## src/rtl/acq_write_ctrl.sv

```systemverilog
// ---------------------------------------------------------------------------
// acq_write_ctrl
//
// Capture controller for a single-port acquisition RAM. After Start, the block
// arms, waits for a trigger, then writes DEPTH = 2**RAM_ADDR_BITS consecutive
// upstream samples into the RAM at addresses 0..DEPTH-1. It then signals Done
// and holds until the next Start.
//
// Configuration macro: ACQ_TRIGGER_EN
//   defined   : ARMED waits for Trig=1 before moving to ACQ.
//   undefined : ARMED lasts exactly one cycle. The Trig port stays in the
//               port list but has no effect.
//
// Upstream handshake (valid/ready):
//   A sample is transferred on a rising edge where SampleValid and SampleReady
//   are both high. SampleReady is a combinational function of the state only.
//   It is high only in ACQ and never depends on SampleValid. SampleValid is
//   ignored whenever SampleReady is low. The upstream keeps SampleIn stable
//   while SampleValid is high and the sample has not been accepted.
//
// RAM write port:
//   WrtEna, WrtAddrs and DatIn are registered. A sample accepted at edge N
//   is presented to the RAM during the cycle after edge N, and the RAM
//   captures it at edge N+1. WrtAddrs and DatIn keep their last values while
//   WrtEna is low.
//
// The FSM state is exposed on dbg_state_o for checkers.
// ---------------------------------------------------------------------------
module acq_write_ctrl #(
   parameter int RAM_WIDTH     = 32,
   parameter int RAM_ADDR_BITS = 4
) (
   input  logic                     clk,
   input  logic                     rst_n,
   input  logic                     Start,
   input  logic                     Trig,
   input  logic [RAM_WIDTH-1:0]     SampleIn,
   input  logic                     SampleValid,
   output logic                     SampleReady,
   output logic [RAM_ADDR_BITS-1:0] WrtAddrs,
   output logic                     WrtEna,
   output logic [RAM_WIDTH-1:0]     DatIn,
   output logic                     Busy,
   output logic                     Done,
   output logic [RAM_ADDR_BITS:0]   WordCount,
   output logic [2:0]               dbg_state_o
);

   localparam int DEPTH = 2 ** RAM_ADDR_BITS;
   localparam int CNT_W = RAM_ADDR_BITS + 1;

   typedef enum logic [2:0] {
      S_IDLE  = 3'd0,
      S_ARMED = 3'd1,
      S_ACQ   = 3'd2,
      S_FLUSH = 3'd3,
      S_DONE  = 3'd4
   } state_e;

   state_e                   state_q, state_d;
   logic                     wrt_ena_q, wrt_ena_d;
   logic [RAM_ADDR_BITS-1:0] wrt_addrs_q, wrt_addrs_d;
   logic [RAM_WIDTH-1:0]     dat_in_q, dat_in_d;
   logic [CNT_W-1:0]         word_count_q, word_count_d;

   logic                     ready;
   logic                     accept;
   logic                     last_word;
   logic                     arm_req;

   // Handshake terms: ready depends on the state only, and accept is the
   // transfer condition.
   assign ready     = (state_q == S_ACQ);
   assign accept    = ready & SampleValid;
   // The sample being accepted fills the final RAM location.
   assign last_word = (word_count_q == CNT_W'(DEPTH - 1));
   // Start is acted on only from IDLE or DONE and is ignored elsewhere.
   assign arm_req   = Start & ((state_q == S_IDLE) | (state_q == S_DONE));

`ifndef ACQ_TRIGGER_EN
   // Trig has no effect when trigger support is compiled out.
   logic unused_trig;
   assign unused_trig = Trig;
`endif

   // State register.
   always_ff @(posedge clk or negedge rst_n) begin
      if (!rst_n) begin
         state_q <= S_IDLE;
      end else begin
         state_q <= state_d;
      end
   end

   // Next-state logic.
   always_comb begin
      state_d = state_q;
      case (state_q)
         S_IDLE: begin
            if (Start) state_d = S_ARMED;
         end
         S_ARMED: begin
            // Trig is sampled only here. A Trig that arrives together with
            // Start in IDLE/DONE takes effect one cycle later.
`ifdef ACQ_TRIGGER_EN
            if (Trig) state_d = S_ACQ;
`else
            state_d = S_ACQ;
`endif
         end
         S_ACQ: begin
            if (accept && last_word) state_d = S_FLUSH;
         end
         S_FLUSH: begin
            // The final RAM write is on the port during this cycle. Done is
            // raised only after that write completes.
            state_d = S_DONE;
         end
         S_DONE: begin
            if (Start) state_d = S_ARMED;
         end
         default: begin
            state_d = S_IDLE;
         end
      endcase
   end

   // State-decoded outputs.
   always_comb begin
      SampleReady = 1'b0;
      Busy        = 1'b0;
      Done        = 1'b0;
      case (state_q)
         S_ARMED: Busy = 1'b1;
         S_ACQ: begin
            Busy        = 1'b1;
            SampleReady = 1'b1;
         end
         S_FLUSH: Busy = 1'b1;
         S_DONE:  Done = 1'b1;
         default: ;
      endcase
   end

   // Write-port and counter next values.
   always_comb begin
      wrt_ena_d    = accept;
      wrt_addrs_d  = wrt_addrs_q;
      dat_in_d     = dat_in_q;
      word_count_d = word_count_q;
      if (accept) begin
         // The count before the increment is the address of this sample, so
         // addresses run 0..DEPTH-1 with no gaps. Stalls leave the count
         // unchanged.
         wrt_addrs_d  = word_count_q[RAM_ADDR_BITS-1:0];
         dat_in_d     = SampleIn;
         word_count_d = word_count_q + CNT_W'(1);
      end else if (arm_req) begin
         // Clear the count on entry to ARMED. No accept can occur in
         // IDLE/DONE, so this branch never conflicts with a write.
         word_count_d = '0;
      end
   end

   // Write-port and counter registers.
   always_ff @(posedge clk or negedge rst_n) begin
      if (!rst_n) begin
         wrt_ena_q    <= 1'b0;
         wrt_addrs_q  <= '0;
         dat_in_q     <= '0;
         word_count_q <= '0;
      end else begin
         wrt_ena_q    <= wrt_ena_d;
         wrt_addrs_q  <= wrt_addrs_d;
         dat_in_q     <= dat_in_d;
         word_count_q <= word_count_d;
      end
   end

   assign WrtEna      = wrt_ena_q;
   assign WrtAddrs    = wrt_addrs_q;
   assign DatIn       = dat_in_q;
   assign WordCount   = word_count_q;
   assign dbg_state_o = state_q;

endmodule

```

## config.mk

```make
export PLATFORM = sky130hd
export DESIGN_NAME = acq_write_ctrl
export DESIGN_NICKNAME = d
export VERILOG_FILES = /design/src/rtl/acq_write_ctrl.sv
export SDC_FILE = /design/constraint.sdc
export NUM_CORES = 1
export LEC_CHECK = 0
export ABC_AREA = 1
export BUFFER_PORTS_ARGS = -buffer_cell sky130_fd_sc_hd__buf_2
export CAP_MARGIN = 20
export CORE_ASPECT_RATIO = 1.4
export CORE_MARGIN = 1.5
export CORE_UTILIZATION = 43
export CTS_BUF_LIST = sky130_fd_sc_hd__clkbuf_4
export CTS_CLUSTER_SIZE = 28
export DETAILED_ROUTE_END_ITERATION = 10
export GPL_TIMING_DRIVEN = 0
export PLACE_DENSITY = 0.85
export SLEW_MARGIN = 20
export SYNTH_ARGS = -nofsm -noshare
export SYNTH_HDL_FRONTEND = slang
export SYNTH_SLANG_ARGS = --single-unit
```

## constraint.sdc

```tcl
create_clock -name clk -period 1.2 [get_ports clk]
set_input_delay 0.06 -clock clk [delete_from_list [all_inputs] [get_ports clk]]
set_output_delay 0.06 -clock clk [all_outputs]
set_load 0.01 [all_outputs]
```

=== Yosys cells after proc, flatten, opt, wreduce, memory -nomap -nowiden ===
Index checks and enable logic that the tools add are counted.

* Add/subtract/negate cells: 1
* Equal/unequal tests: 7
* Multiplexer cells: 8
* Bitwise operators: 3
* Reductions and logical operators: 6

{| class="wikitable"
|+ Operators by type and width
! cell !! count
|-
| one-hot mux 3 bit (4 select lines) || 1
|-
| two-way mux 5 bit || 2
|-
| equality test 3 x 2 -> 1 bit (second input constant) || 2
|-
| two-way mux 3 bit || 2
|-
| adder 5 x 1 -> 5 bit (second input constant) || 1
|-
| equality test 5 x 4 -> 1 bit (second input constant) || 1
|-
| != test 2 x 1 -> 1 bit (second input constant) || 2
|-
| equality test 3 x 1 -> 1 bit (second input constant) || 1
|-
| equality test 3 bit (second input constant) || 1
|-
| logical NOT 3 bit || 1
|-
| two-way mux 1 bit || 3
|-
| OR reduction 3 bit || 1
|-
| AND 1 bit || 2
|-
| AND reduction 2 bit || 1
|-
| nonzero test 2 bit || 1
|-
| OR reduction 2 bit || 1
|-
| logical AND 1 bit || 1
|-
| bitwise OR 1 bit || 1
|}

* Flip-flop bits (word level): 45
* Input port bits: 37
* Output and inout port bits: 48
* Word-level logic and storage cells: 30

=== Logic depth before layout (Yosys ltp) ===
Gate-level depths: netlist of run 1.

* Depth after elaboration: 5
* Mapped depth: 8
* Depth with buffers taken out: 8

=== Worst setup path after synthesis of run 1 ===
OpenSTA, ideal clock, no wires.

* Path kind: register to register
* Start: register word_count_q[0], in the netlist WordCount[0]
* End: register word_count_q[4], in the netlist WordCount[4]
* Setup time: 118 ps
* Arrival time: 1148 ps
* Data required time: 1082 ps
* Setup slack: -66 ps
* Cell stages (with the launch flop): 8
* Path buffers: 0
* Clock period less this slack: 1266 ps
* Cell sequence: dfrtp_1 ha_1 nand2_1 nor2_1 ha_1 inv_1 nand2_1 nand2_1

* Longest elaborated chain between the ends: 2

{| class="wikitable"
|+ Ends and longest elaborated chain
! item !! line !! text
|-
| start: declaration || 64 || <nowiki>logic [CNT_W-1:0] word_count_q, word_count_d;</nowiki>
|-
| start signal: assignment || 176 || <nowiki>word_count_q <= word_count_d;</nowiki>
|-
| adder 5 x 1 -> 5 bit || 157 || <nowiki>word_count_d = word_count_q + CNT_W'(1);</nowiki>
|-
| two-way mux 5 bit || 151 || <nowiki>if (accept) begin</nowiki>
|}

Every way passes these cells.
A chain may end at the register's enable or synchronous reset.

=== Final worst setup path of run 1 ===
* Start: register state_q[0], in the netlist dbg_state_o[0]
* End: register dat_in_q[19], in the netlist DatIn[19]

* Longest elaborated chain between the ends: 2

{| class="wikitable"
|+ Ends and longest elaborated chain
! item !! line !! text
|-
| start: declaration || 60 || <nowiki>state_e state_q, state_d;</nowiki>
|-
| start signal: assignment || 91 || <nowiki>state_q <= state_d;</nowiki>
|-
| equality test 3 x 2 -> 1 bit || 73 || <nowiki>assign ready = (state_q == S_ACQ);</nowiki>
|-
| AND 1 bit || 74 || <nowiki>assign accept = ready & SampleValid;</nowiki>
|-
| end signal: assignment || 175 || <nowiki>dat_in_q <= dat_in_d;</nowiki>
|-
| end: declaration || 63 || <nowiki>logic [RAM_WIDTH-1:0] dat_in_q, dat_in_d;</nowiki>
|}

Every way passes these cells.

==> impl_metrics.yaml, run 1 <==
status:
  status: "complete, but fails checks"
  violations: "negative setup slack"
timing:
  finalCritPeriodShare_pct: 111.2
  fmax_mhz: 749.4
  setup_viol: 45
  period_needed_ns: 1.334
  fin_skew_ns: 0.01182
  rsz0062_at_grt: "yes"
  hold_violations: 0
  relSlewSlack_pct: 59.13
  worst_pin_slew_ns: 0.6131
  maxSlewViolCount: 0
  setup_ws_ns: -0.1343
drt:
  first_pass_iters: 5
  drtIter0Drc: 76
  wl_um: 5697
  num_vias: 1898
  route.detailed.drc: 0
  drtAntennaViolNets: 0
  routedWlPerCell_um: 14.31
  vias_per_cell: 4.769
logic_synthesis:
  syn_nets: 250
  ys_warn_count: 0
  synth.most_common_cell: "nand2_1"
  synthSimpleGateAreaFrac_pct: 31.47
  synth_top_area_cell: "dfrtp_1"
  synth_mux_area_share_pct: 0
  post_synth.cell_area_avg_um2: 8.895
  synth_top_area_share_pct: 60.00
  synth_area_leaders: "dfrtp_1, nand2_1, buf_6"
  synthArstFlopShare_pct: 100.0
  yosys-top-cells-count: "nand2_1, dfrtp_1, inv_1"
  ys.flop_type: "dfrtp_1"
  ys_types: 19
  synth-edff-count: 0
  synth_sequential_area_ratio_pct: 60.00
  netlist_area_um2: 1877
  postSynthCellCount: 211
  synthAdderAreaFrac_pct: 1.333
  synth_compound_area_share_pct: 1.067
  synth_seq_cells: 45
  synth_top_family_by_area: "simple AND/OR/NAND/NOR gates"
  yosys.area_share.xor_xnor_pct: 0.4667
placement:
  portBuffers: 83
  numPlacedInstances: 339
  place_area_um2: 2364
  dp.final_hpwl_um: 2884
  place.gp.congestion: 0.8213
setup_path:
  worstPathArrival_ns: 1.63
  start_kind: "flip-flop"
  cp-end-kind: "flip-flop"
  critical_path_class: "flip-flop to flip-flop"
  worstPathRequired_ns: 1.50
  crit_fanout: 8
clock_network:
  cts-buffers-inserted: 5
  cts_max_level: 2
  root_buffer: "clkbuf_4"
  cts_buffer_depth: 2
  clock_latency_ns: 0.36
  numClockSinks: 45
  clkTransAtPathRegs_ns: 0.13
  cts_tree: "built"
grt:
  grt.overflow.total: 0
  grt_usage_pct: 24.08
  grt_max_degree: 46
  grt_pass1_vias: 1840
  grt_pass1_wl_um: 8424
  antenna_found_initial: 0
cells_and_area:
  multi_input_area_um2: 770.7
  fin_area_um2: 3122
  antenna_cells: 0
  fillers: 301
  fin_cells: 398
  drive_above_1_share_pct: 47.88
  syn_to_final_growth_pct: 66.33
  register_area_um2: 1131
  final_nets: 391
power_and_ir_drop:
  intPower_mw: 4.181
  ir_drop_mv: 1.224
  p_leak_nw: 1.771
  power.net_switching_mw: 2.491
  comb_power_share_pct: 45.9
  power.density_nw_per_um2: 2137
  swShare_pct: 37.34
  clkPwrFrac_pct: 17.2
  seqPwrFrac_pct: 36.9
floorplanning:
  die-width_um: 58.84
  rows: 28
  initial_utilization_pct: 44.64
  io_pins: 85
  coreArea_um2: 4204
  die_area_um2: 4776
  die_y_um: 81.17
run:
  max_cap_viol_count: 0
worst_hold_path:
  holdCritPathClass: "primary input to flip-flop"
routing by layer:
layer,global-route usage [%],vias up,wire [um]
met5,0,-,0
met4,14.09,0,140
met1,25.54,888,2109
met2,42.11,72,3184
li1,-,924,-
met3,6.210,14,262
critical path, stage by stage (launching register included):
cell and delay, ns:
dfrtp_2 0.47, inv_4 0.08, nand3_4 0.08, buf_12 0.14
nor2_8 0.21, buf_6 0.17, nand2_2 0.05, nand2_1 0.06
cell type report:
class | count | area share (%)
clock buffer | 5 | 1.202
sequential | 45 | 36.23
tap | 45 | 1.804
timing repair buffer | 134 | 29.82
inverter | 9 | 1.162
clock inverter | 3 | 2.084
buffer | 9 | 3.006
multi-input combinational | 148 | 24.69
power groups by stage:
stage	sequential (mW)	combinational, mW	clock [mW]
4_1_cts	2.43	2.88	1.16
6_report	2.46	3.06	1.15
3_3_place_gp	2.47	2.20	0
3_5_place_dp	2.49	2.26	0
5_1_grt	2.51	3.37	1.25
2_1_floorplan	2.77	1.04	0
per-stage QoR:
step	power [mW]	setup slack [ns]	hold slack [ns]	TNS (ns)	utilization, %
3_5_place_dp	4.748	-0.07276	0.2582	-0.1381	56.22
6_report	6.672	-0.1343	0.1048	-4.357	74.26
2_1_floorplan	3.814	-0.002844	-0.2356	-0.002844	-
5_1_grt	7.132	-0.1918	0.08998	-7.425	74.26
4_1_cts	6.466	-0.09529	0.1089	-2.726	71.82
3_3_place_gp	4.674	-0.02580	0.2532	-0.05243	56.22
cell usage in the layout (no fill, tap or decap), drive strengths merged:
master	instances
a21oi	2
buf	108
bufinv	2
clkbuf	6
clkinv	1
dfrtp	45
dlygate4sd3	34
ha	2
inv	9
nand2	123
nand3	7
nand4	3
nor2	7
nor3	1
o21ai	2
xor2	1
state kept, by name (all words and copies together), names as in the netlist:
| name | count |
|---|---|
| dbg_state_o | 3 |
| WrtEna | 1 |
| WrtAddrs | 4 |
| DatIn | 32 |
| WordCount | 5 |
timing repair:
action / in CTS / in global routing
gates resized for setup: 33 / 36
cloned: 3 / 2
buffers inserted: 12 / 0
hold buffers: 34 / 0
hold endpoints to repair: 78 / 0
setup endpoints to repair: 26 / 52
pin swaps: 10 / 22
cell families (layout without fill, tap and decap cells):
kind of cell	Yosys count	after routing
xor+xnor	1	1
simple gates	141	141
compound gates	4	4
fa+ha+maj	2	2
flops	45	45
buf+inv	18	160
path summary, 6_finish.rpt:
check                      slack [ns]                        to  cells after the start                  startpoint
min reg2reg                      0.49     DatIn[20]$_DFFE_PN0P_                      2       DatIn[20]$_DFFE_PN0P_
min in group asynchronous        0.25     DatIn[11]$_DFFE_PN0P_                      2                       rst_n
max in group asynchronous        0.51  WordCount[2]$_DFFE_PN0P_                      2                       rst_n
max reg2reg                     -0.13     DatIn[19]$_DFFE_PN0P_                      7  dbg_state_o[0]$_DFFE_PN0P_
max                             -0.13     DatIn[19]$_DFFE_PN0P_                      7  dbg_state_o[0]$_DFFE_PN0P_
min                              0.10   WrtAddrs[3]$_DFFE_PN0P_                      3                 SampleValid
Note: power is estimated with default switching activity, not from simulation.
==> run 2, diff against run 1 <==
--- a/config.mk
+++ b/config.mk
@@ -10,12 +10,11 @@
 export CAP_MARGIN = 20
 export CORE_ASPECT_RATIO = 1.4
 export CORE_MARGIN = 1.5
-export CORE_UTILIZATION = 43
-export CTS_BUF_LIST = sky130_fd_sc_hd__clkbuf_4
+export CORE_UTILIZATION = 42
 export CTS_CLUSTER_SIZE = 28
 export DETAILED_ROUTE_END_ITERATION = 10
 export GPL_TIMING_DRIVEN = 0
-export PLACE_DENSITY = 0.85
+export PLACE_DENSITY = 0.84
 export SLEW_MARGIN = 20
 export SYNTH_ARGS = -nofsm -noshare
 export SYNTH_HDL_FRONTEND = slang
==> impl_metrics.yaml, run 2 (synthesis results as in run 1) <==
floorplanning:
  coreArea_um2: 4274
  die_area_um2: 4884
  die-width_um: 59.50
  io_pins: 85
  die_y_um: 82.10
  initial_utilization_pct: 43.91
  rows: 28
power_and_ir_drop:
  ir_drop_mv: 1.073
  p_leak_nw: 1.737
  power.density_nw_per_um2: 2075
  power_mw: 6.217
grt:
  grt.overflow.total: 0
  antenna_found_initial: 0
  grt_usage_pct: 21.08
  grt_max_degree: 46
  grt_pass1_vias: 1706
  grt_pass1_wl_um: 7652
drt:
  drtAntennaViolNets: 0
  drtIter0Drc: 84
  num_vias: 1829
  route.detailed.drc: 0
  first_pass_iters: 4
  routedWlPerCell_um: 12.66
  vias_per_cell: 4.527
  wl_um: 5113
cells_and_area:
  drive_above_1_share_pct: 38.66
  fin_area_um2: 2997
  final_nets: 382
  layout_common_cells: "nand2_1, buf_2, dfrtp_1, dlygate4sd3_1, buf_4"
  syn_to_final_growth_pct: 59.67
  fin_cells: 404
  finish.utilization_pct: 70.11
  layout_commonest_cell: "nand2_1"
  antenna_cells: 0
  largest_register_ffs: 32
timing:
  worst_pin_slew_ns: 0.5556
  hold_violations: 0
  maxSlewViolCount: 0
  rsz0062_at_grt: "yes"
  whs_ns: 0.06468
  relSlewSlack_pct: 62.96
  setup_ws_ns: -0.03098
  fin_skew_ns: 0.005212
  finalCritPeriodShare_pct: 102.6
  period_needed_ns: 1.231
  fmax_mhz: 812.4
  setup_viol: 4
  fin_setup_tns_ns: -0.08261
placement:
  dp.final_hpwl_um: 2994
  place_area_um2: 2382
  numPlacedInstances: 354
  portBuffers: 83
  dp_worst_setup_slack_ns: -0.07443
  place.gp.congestion: 0.8241
clock_network:
  clkTransAtPathRegs_ns: 0.08
  cts_max_level: 2
  root_buffer: "clkbuf_8"
  numClockSinks: 45
  clock_latency_ns: 0.29
  cts-buffers-inserted: 5
  cts_buffer_depth: 2
  cts_tree: "built"
status:
  status: "complete, but fails checks"
  violations: "negative setup slack"
setup_path:
  path_cells: "buf_6 -> nor2_4 -> nor2_1 -> buf_2"
  start_kind: "flip-flop"
  crit_fanout: 7
  worstPathArrival_ns: 1.17
  reg2reg_slack_ns: -0.02
  cpMaxStageDelayCell: "dfrtp_1"
  cp.depth: 4
  critical_path_class: "flip-flop to output port"
  cp_num_buf_inv: 2
  critPathTopFamily: "flip-flops"
  cp_slowest_stage_delay_ns: 0.40
  cp-end-kind: "output port"
  reg2reg_depth: 7
  worstPathRequired_ns: 1.14
worst_hold_path:
  holdCritPathClass: "primary input to flip-flop"
  holdPathStages: 4
run:
  max_cap_viol_count: 0
-- run 2: cell count changes in the layout (fill, tap and decap cells not counted), sizes merged --
cell         previous run  this run
dlygate4sd3            34        33
clkinv                  1         0
clkbuf                  6         9
bufinv                  2         0
buf                   108       100
-- run 2: what timing repair did --
| item | in CTS | in global routing |
|---|---|---|
| buffers inserted | 6 | 2 |
| hold endpoints to repair | 77 | 45 |
| endpoints found under the setup margin | 9 | 42 |
| pin swaps | 3 | 9 |
| gates resized for setup | 8 | 27 |
| cloned | 0 | 1 |
| hold buffers | 32 | 1 |
-- run 2: final cells by class --
type / instances / area [um^2]
plain buffers: 9 / 88.84
clock buffers: 8 / 90.09
fillers: 356 / 1277
inverters: 9 / 38.79
multi-input cells: 148 / 734.5
flip-flops and latches: 45 / 1130
well taps: 60 / 75.07
repair buffers: 125 / 839.6
-- run 2: power by group --
group | total, mW | switching (mW) | internal, mW | leakage (nW)
Sequential | 2.48 | 0.361 | 2.12 | 0.574
Combinational | 2.81 | 1.54 | 1.26 | 1.12
Clock | 0.932 | 0.463 | 0.469 | 0.0455
Total | 6.22 | 2.37 | 3.85 | 1.74
-- run 2: worst paths after layout --
path / from / endpoint
min in group asynchronous: rst_n / DatIn[12]$_DFFE_PN0P_
min reg2reg: WrtAddrs[1]$_DFFE_PN0P_ / WrtAddrs[1]$_DFFE_PN0P_
max: dbg_state_o[1]$_DFFE_PN0P_ / Busy
max in group asynchronous: rst_n / WordCount[1]$_DFFE_PN0P_
max reg2reg: WordCount[0]$_DFFE_PN0P_ / WordCount[4]$_DFFE_PN0P_
min: Start / dbg_state_o[2]$_DFFE_PN0P_
-- run 2: routing by layer --
metal  track usage, %  wire length [um]
met5                0                 0
met4            8.667                80
met3            3.894               223
met2            38.68              2816
met1            23.48              1992
-- run 2: worst register-to-register path, cell delays in order, from the launching register on --
cell,delay [ns]
dfrtp_2,0.43
ha_4,0.16
nand2_1,0.07
nor2_1,0.05
ha_1,0.26
inv_1,0.04
nand2_1,0.05
nand2_1,0.05
